--- config.mk ---
export PLATFORM = sky130hd
export DESIGN_NAME = nibble_serial_add_ctrl
export DESIGN_NICKNAME = d
export VERILOG_FILES = /design/src/rtl/nibble_serial_add_ctrl.sv
export SDC_FILE = /design/constraint.sdc
export NUM_CORES = 1
export LEC_CHECK = 0
export ABC_AREA = 1
export BUFFER_PORTS_ARGS = -buffer_cell sky130_fd_sc_hd__clkbuf_2
export CAP_MARGIN = 5
export CORE_MARGIN = 2
export CORE_UTILIZATION = 40
export CTS_BUF_LIST = sky130_fd_sc_hd__clkbuf_16
export CTS_CLUSTER_SIZE = 24
export DETAILED_ROUTE_END_ITERATION = 16
export GPL_TIMING_DRIVEN = 0
export HOLD_SLACK_MARGIN = 0.05
export PLACE_DENSITY = 0.74
export SLEW_MARGIN = 20
export SYNTH_ARGS = -nofsm -noshare
export SYNTH_HDL_FRONTEND = slang
export SYNTH_SLANG_ARGS = --single-unit
export TNS_END_PERCENT = 100
--- constraint.sdc ---
create_clock -name clk -period 1.9 [get_ports clk]
set_clock_uncertainty 0.05 [all_clocks]
set_input_delay 0.38 -clock clk [delete_from_list [all_inputs] [get_ports clk]]
set_output_delay 0.38 -clock clk [all_outputs]
set_load 0.01 [all_outputs]
--- src/rtl/nibble_serial_add_ctrl.sv ---
// Nibble-serial sequencer around an external combinational 4-bit adder (Add4).
// Optional subtract mode under `ifdef NIBBLE_ADD_SUB_EN (adds in_sub port).
module nibble_serial_add_ctrl #(
    parameter int WIDTH = 16
) (
    input  logic             clk,
    input  logic             rst_n,
    input  logic             in_valid,
    output logic             in_ready,
    input  logic [WIDTH-1:0] in_a,
    input  logic [WIDTH-1:0] in_b,
    input  logic             in_ci,
`ifdef NIBBLE_ADD_SUB_EN
    input  logic             in_sub,
`endif
    output logic [3:0]       add_a,
    output logic [3:0]       add_b,
    output logic             add_ci,
    input  logic [3:0]       add_sum,
    input  logic             add_cout,
    output logic             out_valid,
    input  logic             out_ready,
    output logic [WIDTH-1:0] out_sum,
    output logic             out_cout
);

    localparam int NIB = WIDTH / 4;
    localparam int CW  = (NIB > 1) ? $clog2(NIB) : 1;
    localparam logic [CW-1:0] LAST = CW'(NIB - 1);

    typedef enum logic [1:0] {IDLE, RUN, DONE} state_t;

    typedef struct packed {
        logic [NIB-1:0][3:0] a;
        logic [NIB-1:0][3:0] b;
        logic                ci;
        logic                sub;
    } op_t;

    state_t              state;
    op_t                 op;
    logic [CW-1:0]       cnt;
    logic                carry_reg;
    logic [NIB-1:0][3:0] sum_n;
    logic                nxt_sub;
    logic                nxt_ci;

`ifdef NIBBLE_ADD_SUB_EN
    assign nxt_sub = in_sub;
`else
    assign nxt_sub = 1'b0;
`endif
    // Subtract is A + ~B + 1, so the forced carry-in replaces in_ci.
    assign nxt_ci = nxt_sub ? 1'b1 : in_ci;

    // Gated by rst_n so no handshake is offered while reset is held.
    assign in_ready = rst_n && (state == IDLE);
    assign out_sum  = sum_n;

    // Adder is combinational; drive it straight from registered state.
    always_comb begin
        add_a  = 4'h0;
        add_b  = 4'h0;
        add_ci = 1'b0;
        if (state == RUN) begin
            add_a  = op.a[cnt];
            add_b  = op.sub ? ~op.b[cnt] : op.b[cnt];
            add_ci = (cnt == '0) ? op.ci : carry_reg;
        end
    end

    always_ff @(posedge clk) begin
        if (!rst_n) begin
            state     <= IDLE;
            op        <= '0;
            cnt       <= '0;
            carry_reg <= 1'b0;
            sum_n     <= '0;
            out_cout  <= 1'b0;
            out_valid <= 1'b0;
        end else begin
            case (state)
                IDLE: begin
                    if (in_valid) begin
                        op.a   <= in_a;
                        op.b   <= in_b;
                        op.ci  <= nxt_ci;
                        op.sub <= nxt_sub;
                        cnt    <= '0;
                        state  <= RUN;
                    end
                end
                RUN: begin
                    sum_n[cnt] <= add_sum;
                    carry_reg  <= add_cout;
                    if (cnt == LAST) begin
                        out_cout  <= add_cout;
                        out_valid <= 1'b1;
                        state     <= DONE;
                    end else begin
                        cnt <= cnt + CW'(1);
                    end
                end
                DONE: begin
                    if (out_ready) begin
                        out_valid <= 1'b0;
                        cnt       <= '0;
                        carry_reg <= 1'b0;
                        state     <= IDLE;
                    end
                end
                default: state <= IDLE;
            endcase
        end
    end

endmodule

==> flow_summary.json, run 1 <==
{
  "postLayoutCellArea_mm2": 0.00312,
  "synth.most_common_cell": "nor2_1",
  "finalSetupViolCount": 3,
  "drtIter0Drc": 69,
  "vias_per_cell": 4.91,
  "failed_checks": "negative setup slack",
  "required_ps": 1470,
  "start_util": 0.410,
  "syn_avg_cell_area_um2": 7.33,
  "cpPeakStageDelay_ps": 350,
  "core-area_mm2": 0.00589,
  "antenna_cells": 0,
  "placedCellCount": 472,
  "synth_common_cells": "nor2_1 (104), dfxtp_1 (56), o21ai_0 (47), a21oi_1 (30), nand2_1 (26)",
  "synthTopCellsByArea": "dfxtp_1 (46%), nor2_1 (16%), o21ai_0 (9.8%)",
  "ys_warn_count": 0,
  "max_cap_violations": 0,
  "timing.rr.start": "cnt[0]",
  "top_register": "op",
  "power_uw": 2730,
  "hold_viol": 0,
  "rsz0062_at_grt": "true",
  "synth_edf_count": 0,
  "worstRegToRegCells": 7,
  "yosys.area.top_type": "dfxtp_1",
  "routed_wl_um": 5850,
  "ys.flop_type": "dfxtp_1",
  "dp_hpwl_um": 4220,
  "place_area_mm2": 0.00285,
  "critPathLaunchType": "register",
  "path_cells": "buf_6, clkinvlp_4, buf_6, ha_4, o21ai_1, a21oi_1, buf_2",
  "fin_util": 0.531,
  "port_buffers": 68,
  "fp.dieW_um": 81.6,
  "place_congestion": 0.796,
  "fin_crit_ps": 1930,
  "syn_nets": 375,
  "num_rows": 28,
  "wl_per_cell_um": 12.0,
  "startpoint": "cnt[0]",
  "relSlewSlack": 0.689,
  "fmax_mhz": 518,
  "cp_common_cell": "buf_6",
  "drv_slew": 0,
  "cts_sinks": 56,
  "async_flop_share": 0,
  "cp.arrival_ps": 1500,
  "netlist_area_mm2": 0.00241,
  "drive_gt1_frac": 0.276,
  "htreeDepth": 2,
  "ys_seq_area_frac": 0.465,
  "netlist_instances": 329,
  "drc": 0,
  "p_leak_uw": 0.00139,
  "numCtsBuffers": 5,
  "setup_ws_ps": -31.6,
  "tightest_slew_ps": 466,
  "die_area_mm2": 0.00666,
  "grt_overflow": 0,
  "clkLatencyLatePin_ps": 290,
  "final_nets": 458,
  "vias": 2398,
  "yosysTopAreaCellShare": 0.465,
  "regArea_mm2": 0.00112,
  "syn_to_final_growth_pct": 29.6,
  "whs_ps": 267,
  "multi_input_area_mm2": 0.00112,
  "endpoint_kind": "output port",
  "peakVddDrop_mv": 0.405,
  "grt_use_total": 0.182,
  "grt_pass1_vias": 2084,
  "final_cells": 488,
  "grt_first_pass_wirelength_um": 9360,
  "r2r_end": "out_sum[8]",
  "cts_tree": "built",
  "die_h_um": 81.6,
  "worst_path_max_delay_cell": "dfxtp_2",
  "io_pins": 70,
  "power_density_mw_per_mm2": 873,
  "first_pass_iters": 4,
  "crit_end": "add_ci",
  "clk_pin_slew_ps": 70,
  "fin_crit_sh": 1.02,
  "clockRootBuffer": "clkbuf_16",
  "largest_reg_flops": 33,
  "grt_max_degree": 19,
  "hp-class": "in2reg",
  "clock_path_buffers": 2,
  "ys_ff_latch": 56,
  "yosysUniqueCellTypes": 21,
  "crit_type": "reg2out",
  "antenna_found_initial": 0,
  "cp_max_fo": 11,
  "antenna_left": 0,
  "num-fill-cells": 573,
  "rrSetupSlack_ps": 420,
  "run_status": "finished with violations"
}
[stage by stage]
| step | TNS (ps) | setup WS (ps) |
|---|---|---|
| floorplan | 0 | 152 |
| global placement | -162 | -162 |
| detailed placement | -178 | -178 |
| CTS | 0 | 10.7 |
| global route | -570 | -92.9 |
| finish | -67.5 | -31.6 |
[worst max-delay path, delay by kind of cell, from the launching register on]
kind / cells / cell delay [ps]
buffers and inverters: 4 / 520
DFF: 1 / 350
AOI/OAI and AO/OA: 2 / 160
adders and majority gates: 1 / 170
[per-layer routing]
layer | part of all wire | global-route usage | vias up | wire length [um]
met1 | 0.46 | 0.232 | 1067 | 2680
met3 | 0.071 | 0.0407 | 5 | 414
li1 | - | - | 1241 | -
met4 | 0.0082 | 0.0433 | 0 | 48
met5 | 0 | 0 | - | 0
met2 | 0.46 | 0.316 | 85 | 2710
[repair_timing]
item,in CTS,in global routing
endpoints found under the setup margin,9,9
buffers inserted,4,3
hold endpoints to repair,0,0
gates cloned,0,1
gates resized for setup,13,14
pin swaps,1,6
hold buffers,0,0
[power breakdown]
group	internal (uW)	leakage, uW	switching [uW]	total, uW
sequential	1250	0.000461	42.4	1300
combinational	222	0.000852	278	501
clock	494	0.0000742	437	931
total	1970	0.00139	758	2730
[placed cells by master, fill, tap and decap left out]
master	n
o21ai_1	11
nor2_2	1
buf_8	1
nand2_1	26
a21oi_1	30
clkbuf_2	64
ha_1	3
clkinv_4	1
o21a_1	1
dfxtp_2	3
inv_6	1
clkbuf_1	5
inv_1	6
inv_4	2
clkinvlp_4	1
ha_4	1
dfxtp_1	53
buf_2	6
nor2_4	3
nand2_2	1
buf_4	10
clkbuf_16	6
buf_6	9
nor2_1	103
inv_2	2
clkinv_2	1
nand3_1	20
nand2_4	1
o21ai_0	41
[area by class of cell]
cell class,count,area share
tap,75,0.0300
clock buffer,5,0.0400
sequential,56,0.360
clock inverter,3,0.00721
multi-input combinational,242,0.359
timing repair buffer,76,0.134
inverter,11,0.0160
buffer,20,0.0537
[logic make-up (layout without fill, tap and decap cells)]
family | Yosys count | in the layout | synth area share
flops | 56 | 56 | 0.465
simple gates | 155 | 155 | 0.263
buf+inv | 31 | 115 | 0.0778
fa+ha+maj | 4 | 4 | 0.0208
compound gates | 83 | 83 | 0.173
[worst min path at each step]
stage,from,endpoint,slack [ps],cells past startpoint
CTS,in_b[7],op[9],260,3
floorplan,op[1],op[1],380,2
global placement,op[1],op[1],400,2
finish,in_b[7],op[9],270,3
global route,in_a[7],op[25],280,3
detailed placement,op[1],op[1],400,2
(Power assumes the default switching activity.)
==> run 2, diff against run 1 <==
CTS_CLUSTER_DIAMETER = 120   (was default)
PLACE_DENSITY = default   (was 0.74)
==> flow_summary.json, run 2 (synthesis results as in run 1) <==
{
  "run_status": "finished clean",
  "grt_max_degree": 19,
  "p_sw_uw": 762,
  "grt_use_total": 0.194,
  "antenna_left": 0,
  "clock_path_buffers": 2,
  "place_congestion": 0.804,
  "clockPowerShare": 0.371,
  "max_cap_violations": 0,
  "first_pass_iters": 6,
  "relSlewSlack": 0.675,
  "p_leak_uw": 0.00141,
  "fin_crit_sh": 0.987,
  "port_buffers": 68,
  "critPathLaunchType": "register",
  "start_util": 0.410,
  "vias_per_cell": 4.79,
  "core-area_mm2": 0.00589,
  "clk_pin_slew_ps": 80,
  "cp_max_fo": 6,
  "io_pins": 70,
  "p_int_uw": 2110,
  "largest_reg_flops": 33,
  "place_area_mm2": 0.00285,
  "drtIter0Drc": 103,
  "worst_path_max_delay_cell": "dfxtp_4",
  "rsz0062_at_grt": "true",
  "grt_first_pass_wirelength_um": 10000,
  "whs_ps": 262,
  "crit_type": "reg2out",
  "tightest_slew_ps": 487,
  "htreeDepth": 2,
  "vias": 2348,
  "fmax_mhz": 533,
  "grt_pass1_vias": 2145,
  "peakVddDrop_mv": 0.395,
  "fin_util": 0.538,
  "clkLatencyLatePin_ps": 290,
  "drive_gt1_frac": 0.282,
  "final_nets": 460,
  "dp_hpwl_um": 4300,
  "required_ps": 1470,
  "fin_crit_ps": 1880,
  "antenna_found_initial": 0,
  "fp.dieW_um": 81.6,
  "final_common_cell": "nor2_1",
  "num_rows": 28,
  "cp.arrival_ps": 1450,
  "finalSetupViolCount": 0,
  "hp-class": "in2reg",
  "syn_to_final_growth_pct": 31.3,
  "grt_overflow": 0,
  "cpPeakStageDelay_ps": 390,
  "wl_per_cell_um": 12.4,
  "regArea_mm2": 0.00113,
  "numCtsBuffers": 5,
  "worstPathBufferInverterCount": 3,
  "power_density_mw_per_mm2": 906,
  "hold_viol": 0,
  "p_seq_frac": 0.451,
  "top_register": "op",
  "path_cells": "clkinvlp_4, buf_8, ha_4, o21ai_2, a21oi_1, buf_2",
  "power_frac_comb": 0.178,
  "crit_family": "buffers and inverters",
  "final_cell_mix": "nor2_1 (104), clkbuf_2 (66), dfxtp_1 (52)",
  "timing.setup.tns_ps": 0,
  "cts_tree": "built",
  "endpoint_kind": "output port",
  "postLayoutCellArea_mm2": 0.00317,
  "multi_input_area_mm2": 0.00112,
  "drc": 0,
  "switching_share": 0.265,
  "placedCellCount": 472,
  "die_area_mm2": 0.00666,
  "final_cells": 490,
  "num-fill-cells": 605,
  "antenna_cells": 0,
  "drv_slew": 0,
  "clockRootBuffer": "clkbuf_16",
  "routed_wl_um": 6080,
  "die_h_um": 81.6,
  "cts_sinks": 56
}
-- run 2: layout make-up --
| type | count | share of cell area |
|---|---|---|
| Clock inverter | 3 | 0.0146 |
| Timing Repair Buffer | 79 | 0.140 |
| Sequential cell | 56 | 0.356 |
| Clock buffer | 5 | 0.0395 |
| Inverter | 11 | 0.0158 |
| Buffer | 19 | 0.0506 |
| Tap cell | 75 | 0.0296 |
| Multi-Input combinational cell | 242 | 0.353 |
-- run 2: metrics by stage --
stage	setup slack (ps)	power, uW
floorplan	152	1620
global placement	-183	1760
detailed placement	-198	1770
CTS	2.46	2880
global route	-53.6	3040
finish	24.5	2870
-- run 2: power groups by stage --
stage,logic (uW),clock network (uW),registers (uW)
after detailed placement,453,0,1320
after floorplan,304,0,1310
after global routing,580,1150,1310
after CTS,496,1090,1290
final,511,1060,1300
after global placement,449,0,1320
-- run 2: metal layers --
layer / track usage / routed length, um / vias up
li1: - / - / 1243
met1: 0.270 / 2960 / 1034
met2: 0.304 / 2720 / 62
met3: 0.0407 / 320 / 9
met4: 0.0517 / 80 / 0
met5: 0 / 0 / -
-- run 2: tightest hold or removal path, delay by kind of cell --
family          cells  cell delay [ps]
buf+inv             1               70
simple gates        1               70
compound gates      1               50
-- run 2: worst paths after layout --
kind	startpoint	to	slack (ps)	cells past startpoint
worst min register to register	out_sum[4]	out_sum[4]	420	2
worst max-delay path	cnt[0]	add_ci	20	6
worst max register to register	cnt[0]	cnt[1]	320	8
worst min-delay path	in_b[7]	op[9]	260	3
-- run 2: repair_timing --
item / 4_1_cts / 5_1_grt
setup buffers: 8 / 2
gates cloned: 0 / 1
endpoints found under the setup margin: 9 / 9
pin swaps: 3 / 3
resized for setup: 14 / 17
hold buffers: 0 / 0
